<file path="config.mk">
export PLATFORM = sky130hd
export DESIGN_NAME = spi_sample_scheduler
export DESIGN_NICKNAME = d
export VERILOG_FILES = /design/src/rtl/spi_sensor_pkg.sv /design/src/rtl/sample_tick_gen.sv /design/src/rtl/spi_sample_scheduler.sv
export SDC_FILE = /design/constraint.sdc
export NUM_CORES = 1
export LEC_CHECK = 0
export ABC_AREA = 1
export CORE_ASPECT_RATIO = 0.6
export CORE_UTILIZATION = 56
export CTS_CLUSTER_SIZE = 25
export DETAILED_ROUTE_END_ITERATION = 16
export GPL_TIMING_DRIVEN = 0
export PLACE_DENSITY = 0.79
export SYNTH_ARGS = -nofsm -noshare
export SYNTH_HDL_FRONTEND = slang
export SYNTH_SLANG_ARGS = --single-unit
export TNS_END_PERCENT = 1
</file>
<file path="constraint.sdc">
create_clock -name clk -period 2.1 [get_ports clk]
set_input_delay 0.525 -clock clk [delete_from_list [all_inputs] [get_ports clk]]
set_output_delay 0.525 -clock clk [all_outputs]
set_load 0.05 [all_outputs]
</file>
<file path="src/rtl/spi_sensor_pkg.sv">
// Shared constants for the SPI sample scheduler: sensor selects, the fixed
// slot table and the FSM state encoding.
package spi_sensor_pkg;

  localparam int   NUM_SLOTS = 5;
  localparam logic GYRO      = 1'b0;
  localparam logic ACCL      = 1'b1;

  typedef logic [2:0] slot_t;

  localparam slot_t LAST_SLOT = slot_t'(NUM_SLOTS - 1);

  typedef enum logic [1:0] {
    ST_IDLE,
    ST_ISSUE,
    ST_WAIT,
    ST_PUBLISH
  } state_e;

  // One row of the slot table, in the bit order of the SPI master command.
  typedef struct packed {
    logic       sel;
    logic [7:0] cmd;
    logic [2:0] len;
  } slot_cfg_t;

  // Fixed read order: gyro X/Y (3-byte reads), then accel X/Y/Z (4-byte reads).
  function automatic slot_cfg_t slot_cfg(input slot_t s);
    case (s)
      3'd0:    return '{sel: GYRO, cmd: 8'h02, len: 3'd3};
      3'd1:    return '{sel: GYRO, cmd: 8'h04, len: 3'd3};
      3'd2:    return '{sel: ACCL, cmd: 8'h12, len: 3'd4};
      3'd3:    return '{sel: ACCL, cmd: 8'h14, len: 3'd4};
      3'd4:    return '{sel: ACCL, cmd: 8'h16, len: 3'd4};
      default: return '{sel: GYRO, cmd: 8'h02, len: 3'd3};
    endcase
  endfunction

endpackage

</file>
<file path="src/rtl/sample_tick_gen.sv">
// Sample-period divider: one-cycle tick every SAMPLE_DIV enabled cycles,
// counter held at zero while disabled so the first tick is a full period away.
module sample_tick_gen #(
  parameter int SAMPLE_DIV = 100000
) (
  input  logic clk,
  input  logic reset_n,
  input  logic enable_i,
  output logic tick_o
);

  localparam int CNT_W = (SAMPLE_DIV > 2) ? $clog2(SAMPLE_DIV) : 1;
  localparam logic [CNT_W-1:0] CNT_LAST = CNT_W'(SAMPLE_DIV - 1);

  logic [CNT_W-1:0] cnt_q, cnt_d;

  assign tick_o = enable_i && (cnt_q == CNT_LAST);

  // Next count: advance while enabled, wrap on the tick, park at zero when off.
  always_comb begin
    // NOTE: every always_comb output gets a default first so no path can infer a latch.
    cnt_d = cnt_q + 1'b1;
    if (!enable_i || tick_o) cnt_d = '0;
  end

  // Divider state register.
  always_ff @(posedge clk or negedge reset_n) begin
    // NOTE: clocked state uses non-blocking assignment so every flop samples pre-edge values.
    if (!reset_n) cnt_q <= '0;
    else          cnt_q <= cnt_d;
  end

endmodule

</file>
<file path="src/rtl/spi_sample_scheduler.sv">
// Periodic frame scheduler for the shared SPI master: five register reads per
// sample tick, assembled into one coherent frame with a single valid pulse.
// Also flags dropped ticks (overrun) and a hung master (timeout_err).
module spi_sample_scheduler
  import spi_sensor_pkg::*;
#(
  parameter int SAMPLE_DIV = 100000,
  parameter int TIMEOUT    = 4096
) (
  input  logic        clk,
  input  logic        reset_n,
  input  logic        enable,
  input  logic        clear_err,
  output logic        sensor_select,
  output logic        write_start,
  output logic [7:0]  write_data,
  output logic [2:0]  write_count_bytes,
  input  logic        write_ready,
  input  logic        read_valid,
  input  logic [7:0]  read_data,
  output logic [15:0] gyro_x,
  output logic [15:0] gyro_y,
  output logic [15:0] accl_x,
  output logic [15:0] accl_y,
  output logic [15:0] accl_z,
  output logic        sample_valid,
  output logic        overrun,
  output logic        timeout_err
);

  localparam int TMO_W = $clog2(TIMEOUT + 1);
  localparam logic [TMO_W-1:0] TMO_LAST = TMO_W'(TIMEOUT - 1);

  logic             tick;
  state_e           state_q;
  slot_t            slot_q;
  logic [2:0]       byte_cnt_q;
  logic [TMO_W-1:0] tmo_cnt_q;
  logic             first_q;      // first WAIT cycle: write_ready not yet meaningful
  logic [15:0]      shadow_q [NUM_SLOTS];

  slot_cfg_t first_cfg, next_cfg;
  logic      wait_exit, tmo_hit, ovr_set;

  sample_tick_gen #(.SAMPLE_DIV(SAMPLE_DIV)) u_tick (
    .clk      (clk),
    .reset_n  (reset_n),
    .enable_i (enable),
    .tick_o   (tick)
  );

  assign first_cfg = slot_cfg(slot_t'(0));
  assign next_cfg  = slot_cfg(slot_q + 3'd1);

  // Transaction is over once all bytes arrived and the master reports idle.
  assign wait_exit = (state_q == ST_WAIT) && !first_q && write_ready &&
                     (byte_cnt_q == write_count_bytes);
  assign tmo_hit   = (state_q == ST_WAIT) && !wait_exit && (tmo_cnt_q == TMO_LAST);
  assign ovr_set   = tick && (state_q != ST_IDLE);

  // Frame FSM with registered command, sample and status outputs.
  always_ff @(posedge clk or negedge reset_n) begin
    if (!reset_n) begin
      state_q           <= ST_IDLE;
      slot_q            <= '0;
      byte_cnt_q        <= '0;
      tmo_cnt_q         <= '0;
      first_q           <= 1'b0;
      // NOTE: the shadow array is only five words, so it is reset with the rest
      // instead of being left as uninitialised storage.
      for (int i = 0; i < NUM_SLOTS; i++) shadow_q[i] <= '0;
      sensor_select     <= 1'b0;
      write_start       <= 1'b0;
      write_data        <= '0;
      write_count_bytes <= '0;
      gyro_x            <= '0;
      gyro_y            <= '0;
      accl_x            <= '0;
      accl_y            <= '0;
      accl_z            <= '0;
      sample_valid      <= 1'b0;
      overrun           <= 1'b0;
      timeout_err       <= 1'b0;
    end else begin
      write_start  <= 1'b0;
      sample_valid <= 1'b0;
      // Sticky flags: a set event in the clearing cycle still wins.
      overrun      <= ovr_set | (overrun & ~clear_err);
      timeout_err  <= tmo_hit | (timeout_err & ~clear_err);

      case (state_q)
        ST_IDLE: begin
          if (tick) begin
            slot_q <= '0;
            {sensor_select, write_data, write_count_bytes} <= first_cfg;
            state_q <= ST_ISSUE;
          end
        end

        ST_ISSUE: begin
          if (write_ready) begin
            write_start <= 1'b1;
            byte_cnt_q  <= '0;
            tmo_cnt_q   <= '0;
            first_q     <= 1'b1;
            state_q     <= ST_WAIT;
          end
        end

        ST_WAIT: begin
          first_q <= 1'b0;
          // Last two bytes of the transaction carry LSB then MSB; extras are dropped.
          if (read_valid && (byte_cnt_q < write_count_bytes)) begin
            byte_cnt_q <= byte_cnt_q + 3'd1;
            if (byte_cnt_q == write_count_bytes - 3'd2) shadow_q[slot_q][7:0]  <= read_data;
            if (byte_cnt_q == write_count_bytes - 3'd1) shadow_q[slot_q][15:8] <= read_data;
          end
          if (wait_exit) begin
            if (slot_q == LAST_SLOT) begin
              state_q <= ST_PUBLISH;
            end else begin
              slot_q  <= slot_q + 3'd1;
              {sensor_select, write_data, write_count_bytes} <= next_cfg;
              state_q <= ST_ISSUE;
            end
          end else if (tmo_hit) begin
            state_q <= ST_IDLE;   // abandon frame, published samples untouched
          end else begin
            tmo_cnt_q <= tmo_cnt_q + 1'b1;
          end
        end

        ST_PUBLISH: begin
          gyro_x       <= shadow_q[0];
          gyro_y       <= shadow_q[1];
          accl_x       <= shadow_q[2];
          accl_y       <= shadow_q[3];
          accl_z       <= shadow_q[4];
          sample_valid <= 1'b1;
          state_q      <= ST_IDLE;
        end

        default: state_q <= ST_IDLE;
      endcase
    end
  end

endmodule

</file>
# Word level (Yosys, flattened, before mapping)
# Index checks and enable logic that the tools add are counted.
# classes
n_addsub,6
magnitude_cmp,3
n_eq_ne,21
n_mux,46
bitwise_logic,6
reduce_logical,23
# op_table
cell,n
$mux W80,4
$bwmux W80,2
$demux W16 S3,2
$pmux W12 S4,1
$mux W13,3
$mux W8,4
$pmux W13 S2,1
$mux W3,8
$pmux W3 S2,3
$add A17 B1 Y17 const B,1
$eq A17 B17 Y1 const B,1
$mux W17,1
$mux W16,1
$pmux W8 S2,1
$add A13 B1 Y13 const B,1
$eq A13 B12 Y1 const B,1
$ne A2 B2 Y1 const B,6
$mux W2,5
$eq A3 B3 Y1,3
$logic_and A1 B1 Y1,9
$pmux W2 S4,1
$reduce_and A4 Y1,2
$mux W1,7
$add A3 B1 Y3 const B,2
23 further kinds,35
# totals
reg_bits,215
output_inout_bits,96

# Logic depth before layout (Yosys ltp)
# Gate-level depths: netlist of the first run.
# logic_depth
ltp_word,11
ltp_mapped,10

# Cells and area by module
# Synthesis of the first run repeated with hierarchy kept, for this count alone.
# unflattened
hier_cells,1087
hier_area_um2,9151.3
# by_module_without_submodules
mod,n_inst,cells_each,area_per_inst_um2,seq_area_each_um2
spi_sample_scheduler,1,959,8177.8,4754.6
sample_tick_gen,1,128,973.4,425.4

# Worst setup path before layout of the first run
# OpenSTA, ideal clock, no wires.
# synth_timing
path_type,register to register
startpoint,"register, netlist name write_data[4]"
endpoint,register shadow_q[12] (netlist name)
t_arrival_ns,2.022
setup_slack_ns,-0.040
path_stages_with_launch,11
path_buffers,2
synth_period_minus_slack_ns,2.140
path_cell_list,dfrtp_1 -> inv_1 -> ha_1 -> nand2_1 -> or2_2 -> nand4_4 -> inv_2 -> buf_4 -> buf_4 -> nand4_1 -> nand2_1
# synth_rtl
item,line_no,text
"end signal, assigned by index",spi_sample_scheduler.sv:115,if (byte_cnt_q == write_count_bytes - 3'd2) shadow_q[slot_q][7:0] <= read_data;
"end signal, assigned by index",spi_sample_scheduler.sv:116,if (byte_cnt_q == write_count_bytes - 3'd1) shadow_q[slot_q][15:8] <= read_data;
"end, declared",spi_sample_scheduler.sv:40,logic [15:0] shadow_q [NUM_SLOTS];

# Worst setup path after layout of the first run
# layout_timing
startpoint,register slot_q[1]
endpoint,register shadow_q[38] (netlist name)
# layout_via
elab_chain_cells,11
# layout_lines
item,line_no,text
"start, declared",spi_sample_scheduler.sv:36,slot_t slot_q;
"start signal, assigned",spi_sample_scheduler.sv:122,slot_q <= slot_q + 3'd1;
$not A3 Y4 (implied by the code) (*),"spi_sample_scheduler.sv:115, spi_sample_scheduler.sv:116",
$ge A4 B4 Y1 (implied by the code) / $lt A4 B1 Y1 (equally long branches),spi_sample_scheduler.sv:115,
$logic_and A1 B1 Y1 (implied by the code),spi_sample_scheduler.sv:115,
$mux W8 (implied by the code),spi_sample_scheduler.sv:115,
$demux W16 S3,spi_sample_scheduler.sv:115,
$bwmux W80,spi_sample_scheduler.sv:115,
$mux W80,spi_sample_scheduler.sv:115,
$mux W80,spi_sample_scheduler.sv:113,if (read_valid && (byte_cnt_q < write_count_bytes)) begin
$mux W80,spi_sample_scheduler.sv:91,case (state_q)
$bwmux W80,spi_sample_scheduler.sv:116,
$mux W80 (*),spi_sample_scheduler.sv:116,
# Mark *: on every way between the ends. The rest lies on a longest branch, timed or not. The select of a mux whose other input is x is not followed.
# A chain may end at the register's enable or synchronous reset.

==> results of run 1 <==
cell type report:
cell class,instances,share of cell area (%)
Inverter,46,1.58
Buffer,59,2.76
Multi-Input combinational cell,768,32.2
Sequential cell,207,47.1
Timing Repair Buffer,100,8.28
Clock buffer,30,5.24
Clock inverter,2,0.546
Tap cell,203,2.31
power by group through the flow:
stage | registers [mW] | clock network, mW | logic [mW]
after CTS | 4.51 | 3.60 | 2.45
after global placement | 4.59 | 0 | 2.45
final | 4.51 | 3.57 | 2.55
after detailed placement | 4.59 | 0 | 2.53
after floorplan | 5.00 | 0 | 1.27
after global routing | 4.56 | 3.77 | 2.75
worst max-delay path by stage:
stage / from / to / slack, ns / depth (start not counted)
6_report: slot_q[1]$_DFFE_PN0P_ / shadow_q[38]$_DFFE_PN0P_ / 0.04 / 6
5_1_grt: byte_cnt_q[2]$_DFFE_PN0P_ / shadow_q[9]$_DFFE_PN0P_ / -0.05 / 9
4_1_cts: write_data[4]$_DFFE_PN0P_ / shadow_q[67]$_DFFE_PN0P_ / -0.03 / 8
3_5_place_dp: write_ready / tmo_cnt_q[10]$_DFFE_PN0P_ / -0.04 / 8
3_3_place_gp: reset_n / write_count_bytes[1]$_DFFE_PN0P_ / -8.83 / 1
2_1_floorplan: write_data[4]$_DFFE_PN0P_ / shadow_q[12]$_DFFE_PN0P_ / 0.13 / 10
synth_stat cells (all sizes together):
library cell  number
clkbuf            33
o21ai             12
nand3             42
a41oi              1
conb               1
clkinv             1
nand2            504
dfrtp            207
xor2               9
nand4             85
nor4               1
nand3b             1
inv               45
buf               26
o211ai             1
nor3              16
nor2              58
ha                10
a21oi             13
o22ai              3
xnor2              4
or2                3
worst max-delay path: cells and delay by family, from the launching register on:
kind                   cells  cell delay, ns
AND/OR/NAND/NOR            3            0.96
buffers and inverters      3            0.65
flip-flops                 1            0.37
per-stage QoR:
stage | setup TNS [ns] | std cells | setup slack (ns) | total power [mW] | utilization, %
2_1_floorplan | 0 | 1080 | 0.127 | 6.27 | -
3_3_place_gp | -1667.61 | 1379 | -8.83 | 7.05 | 66.2
3_5_place_dp | -0.343 | 1380 | -0.0438 | 7.11 | 66.4
4_1_cts | -0.170 | 1412 | -0.0327 | 10.6 | 69.8
5_1_grt | -0.503 | 1415 | -0.0498 | 11.1 | 70.4
6_report | 0 | 1415 | 0.0442 | 10.6 | 70.4
metal layers:
metal	share of wire, %	track usage, %
met2	42	41.0
met5	0	0
met4	1.7	5.48
met3	6.4	3.93
met1	50	44.2
state kept, by name (all words and copies together) (netlist names):
| register | cells |
|---|---|
| accl_z | 16 |
| gyro_x | 16 |
| shadow_q | 80 |
| gyro_y | 16 |
| sample_valid | 1 |
| state_q | 2 |
| slot_q | 3 |
| first_q | 1 |
| overrun | 1 |
| write_data | 3 |
| write_start | 1 |
| tmo_cnt_q | 13 |
| u_tick.cnt_q | 17 |
| accl_x | 16 |
| timeout_err | 1 |
| byte_cnt_q | 3 |
| write_count_bytes | 1 |
| accl_y | 16 |
logic make-up after synthesis:
kind of cell	count (synthesis)	share of synthesized area, %
and+or+nand+nor	710	33.6
DFF	207	56.8
buffers and inverters	105	5.12
AOI/OAI and AO/OA	30	1.80
xor gates and xnor gates	13	1.25
adders and majority gates	10	1.37
other	1	0.0411
what timing repair did:
item	4_1_cts	5_1_grt
resized for setup	92	18
pin swaps	0	2
gates cloned	0	0
buffers inserted	0	3
endpoints found under the setup margin	111	104
==> implementation parameters, run 1 <==
Parameter                              Value

Run status
  Outcome    finished clean

Timing
  Final Setup Violations    0
  RSZ-0062 raised after global routing    true
  Peak clock frequency supported by timing    486 MHz
  Worst setup skew after layout    ~0.013 ns
  Final Critical Period    2.06 ns
  Slew at the pin closest to its max-slew limit    0.900 ns
  Ratio of final minimum period to clock period    between 90% and 100%
  Hold_ws    0.0352 ns
  Relative slew slack    between 30% and 40%
  Final hold violation count    0
  Total count of max-transition violations in the final report    0

Finish
  Fraction of layout cells with a size suffix above 1    8.00%
  Combined area of the multi-input logic cells    3540 sq um
  Storage cell area    5180 sq um
  Fill cell instance count of the final layout    1279
  Cell area after layout    11000 sq um
  Antenna diode instance count    0
  Commonest cells after routing, fill and taps aside    502 x nand2_1, 205 x dfrtp_1, 88 x dlygate4sd2_1, 84 x nand4_1, 55 x nor2_1
  # nets final    1225
  Most common library cell in the layout ignoring fill and taps    nand2_1
  Area growth, synth to finish    20.7%

Run
  Max capacitance violation total    0

Route
  Initial DRT Pass Iterations    5
  Total Routed Length    between 20000 and 25000 um
  Routed length per instance    about 16 um
  Routed via count divided by cell count    around 5.5
  Detail Route Antenna Nets    0
  Vias post-DR    between 7000 and 8000
  Iteration-0 DRC Markers    roughly 750
  Count of unresolved DRC violations after routing    0

Critical path
  Maximum fanout along the worst path    10
  Crit path arrival time    2.48 ns
  Worst reg2reg startpoint    slot_q[1]$_DFFE_PN0P_
  Crit path capture type    register
  Worst path slowest cell    nor3_2
  Cell-by-cell trace of the critical path    buf_2 -> inv_2 -> nor3_2 -> clkbuf_1 -> nand4_1 -> nand2_1
  Nature of the critical path startpoint    register
  Count of cells along the worst register-to-register path    6
  Reg-to-reg setup timing slack    0.04 ns
  Highest cell delay on the worst timing path    0.68 ns
  Critical path required time    2.52 ns
  Crit Path Category    reg -> reg
  Destination of the worst register-to-register timing path    shadow_q[38]$_DFFE_PN0P_

CTS
  Max Root-Sink Buffers    3
  Clock sink count    207
  CTS tree    built
  Hold buffers post-CTS    0
  Number of buffers created by CTS    19
  CTS H-tree depth    1
  Clock tree root driver cell    clkbuf_16
  Clock slew at the register clock pins of the worst setup and hold paths    roughly 0.07 ns
  Source-to-sink clock delay at the later pin of the worst-skew pair    0.49 ns

Power
  Share of power burned in registers    42.4%
  Power per unit of standard cell area    967 nW/um^2
  Portion of total power attributed to combinational logic    24.0%
  Maximum ir drop on the vdd rail    roughly 0.55 mV
  Net Sw Frac    between 30% and 40%
  Clock network power share    33.6%
  Internal    7.04 mW
  Net switching power of the design    3.60 mW
  Leak pwr    6.15 nW

Synth
  Cell types occupying the most area after synthesis    dfrtp_1 57%, nand2_1 21%, nand4_1 5.8%
  Area of the mapped netlist    between 9000 and 10000 sq um
  Average size of a mapped cell    8.48 sq um
  Synth area leader    dfrtp_1
  Warnings from Yosys    0
  Unique masters post-synth    33
  Proportion of netlist area held by the largest area contributor    a little under three fifths
  Flop and latch count out of synthesis    207
  Sequential cell area fraction in the yosys report    56.8%
  Cell count after synthesis    1076

Placed design
  Post-DP Area    10400 sq um
  Detailed placement HPWL    15200 um
  Number of buffers inserted by port buffering    96
  Final weighted congestion in routability-driven placement    0.889

Global routing
  Overall routing resource usage    27.9%
  Wire length of the first global-routing pass    37400 um
  Antenna violations before repair    0
  Number of global-route vias before repair    7287
  Overflow left after global routing    0
  Largest net degree at the start of global routing    119

Worst hold path
  Kind of path behind the tightest hold check    in -> async

Die
  Number of rows in the core area    35
  Starting utilization of the core area    58.3%
  Die area    16800 sq um
  Io pins    110
  Core box area    15600 sq um
  Die height    101 um
  Horizontal die dimension    167 um
(Power assumes the default switching activity.)
==> inputs of run 2 (changes only) <==
CTS_CLUSTER_DIAMETER = 60   (was default)
==> run 2 against run 1 <==
Net effect:
- flip-flop and latch count unchanged
- routed wire length decreased by 1.2%
- worst setup slack got worse by 0.038 ns
- register-to-register slack got worse by 0.04 ns
- sequential share of layout area increased by 1.1 points
- critical path type unchanged
- largest cell class unchanged
==> implementation parameters, run 2 (synthesized netlist as in run 1, its figures left out) <==
Parameter                              Value

Run
  Max capacitance violation total    0

Global routing
  Antenna violations before repair    0
  Overflow left after global routing    0
  Wire length of the first global-routing pass    36900 um
  Overall routing resource usage    27.6%
  Number of global-route vias before repair    ~7000
  Largest net degree at the start of global routing    119

Critical path
  Count of buffer and inverter cells on the critical path    4
  Nature of the critical path startpoint    register
  Highest cell delay on the worst timing path    ~0.45 ns
  Kind of cell adding the most delay to the critical path    simple AND/OR/NAND/NOR gates
  Crit path arrival time    2.46 ns
  Maximum fanout along the worst path    10
  Crit Path Category    reg -> reg
  Worst reg2reg startpoint    write_data[4]$_DFFE_PN0P_
  Count of cells along the worst register-to-register path    10
  Cell-by-cell trace of the critical path    inv_1 -> ha_1 -> nand2_1 -> or2_2 -> nand4_4 -> inv_2 -> buf_4 -> buf_4 -> nand4_1 -> nand2_1
  Worst path slowest cell    dfrtp_2
  Reg-to-reg setup timing slack    0.006 ns
  Destination of the worst register-to-register timing path    shadow_q[57]$_DFFE_PN0P_
  Crit path capture type    register
  Critical path required time    roughly 2.5 ns

Timing
  Slew at the pin closest to its max-slew limit    approximately 0.86 ns
  Final worst-path setup slack    0.00616 ns
  Relative slew slack    42.5%
  RSZ-0062 raised after global routing    true
  Setup Total Neg Slack    0 ns
  Worst setup skew after layout    around 0.022 ns
  Ratio of final minimum period to clock period    about 100%
  Final hold violation count    0
  Total count of max-transition violations in the final report    0
  Final Setup Violations    0
  Hold_ws    approximately 0.028 ns
  Peak clock frequency supported by timing    478 MHz
  Final Critical Period    2.09 ns

Route
  Detail Route Antenna Nets    0
  Count of unresolved DRC violations after routing    0
  Routed length per instance    16.0 um
  Iteration-0 DRC Markers    between 600 and 700
  Vias post-DR    approximately 7700
  Total Routed Length    22400 um
  Routed via count divided by cell count    5.50
  Initial DRT Pass Iterations    5

Placed design
  Post-DP Area    10400 sq um
  Number of placed instances, taps included    ~1400
  Detailed placement HPWL    roughly 15000 um
  Number of buffers inserted by port buffering    96
  Worst setup slack before clock tree synthesis    -0.0438 ns
  Final weighted congestion in routability-driven placement    between 0.8 and 0.9

Die
  Io pins    110
  Die height    101 um
  Core box area    approximately 16000 sq um
  Starting utilization of the core area    58.3%
  Number of rows in the core area    35
  Horizontal die dimension    between 150 and 200 um
  Die area    between 15000 and 20000 sq um

Finish
  Storage cell area    between 5000 and 6000 sq um
  Most common library cell in the layout ignoring fill and taps    nand2_1
  Final core utilization    68.8%
  Fraction of layout cells with a size suffix above 1    just over 7%
  Commonest cells after routing, fill and taps aside    501 x nand2_1, 205 x dfrtp_1, 88 x dlygate4sd2_1, 84 x nand4_1, 55 x nor2_1
  # nets final    1219
  Combined area of the multi-input logic cells    3570 sq um
  Final instance count without filler cells    1401
  Area growth, synth to finish    18.0%
  Number of flip-flops in the largest register    80
  Cell area after layout    10800 sq um
  Antenna diode instance count    0
  Register ranked first by flip-flop count    shadow_q
  Fill cell instance count of the final layout    1318
  Top Registers    shadow_q: 80 flops, u_tick.cnt_q: 17 flops

CTS
  Clock sink count    207
  Clock tree root driver cell    clkbuf_16
  Hold buffers post-CTS    0
  Clock slew at the register clock pins of the worst setup and hold paths    0.10 ns
  Source-to-sink clock delay at the later pin of the worst-skew pair    0.48 ns
  CTS tree    built
  CTS H-tree depth    1
  Max Root-Sink Buffers    3
  Number of buffers created by CTS    12

Power
  Leak pwr    ~6.0 nW
  Power Total    9.63 mW
  Maximum ir drop on the vdd rail    between 0.4 and 0.5 mV
  Power per unit of standard cell area    895 nW/um^2

Run status
  Outcome    finished clean

Worst hold path
  Kind of path behind the tightest hold check    in -> async
-- run 2: per-layer routing --
layer	up-vias	share of wire, %	GRT usage [%]
met1	3697	49	43.6
met3	34	6.9	4.08
li1	3681	-	-
met5	-	0	0
met2	299	42	41.0
met4	0	1.6	4.63
-- run 2: repair_timing --
| action | CTS | global route |
|---|---|---|
| endpoints found under the setup margin | 121 | 103 |
| gates resized for setup | 93 | 23 |
| buffers inserted | 0 | 4 |
| pin swaps | 0 | 2 |
| endpoints found under the hold margin | 0 | 0 |
-- run 2: worst max path at each step --
stage,from,end,slack (ns),cells after the start
global route,write_count_bytes[1]$_DFFE_PN0P_,shadow_q[9]$_DFFE_PN0P_,-0.07,7
global placement,reset_n,write_count_bytes[1]$_DFFE_PN0P_,-8.83,1
detailed placement,write_ready,tmo_cnt_q[10]$_DFFE_PN0P_,-0.04,8
CTS,write_data[4]$_DFFE_PN0P_,shadow_q[67]$_DFFE_PN0P_,-0.06,8
finish,write_data[4]$_DFFE_PN0P_,shadow_q[57]$_DFFE_PN0P_,0.006,10
floorplan,write_data[4]$_DFFE_PN0P_,shadow_q[12]$_DFFE_PN0P_,0.13,10
-- run 2: power breakdown --
group	switching [mW]	internal, mW	leakage (nW)	total, mW
clock	1.33	1.26	0.184	2.59
sequential	0.231	4.28	2.87	4.51
combinational	1.90	0.626	2.96	2.53
-- run 2: cell type report --
cell class                 count  share of cell area, %
tap                          203                   2.36
timing repair buffer         101                   8.42
multi-input combinational    768                   33.1
buffer                        59                   2.81
inverter                      46                   1.62
sequential                   207                   48.2
clock inverter                 3                  0.442
clock buffer                  14                   3.06
==> inputs of run 3 (changes only) <==
CAP_MARGIN = 10   (was default)
==> results of run 3 <==
Same layout as run 2: the final DEF is identical, and so are final timing and power.
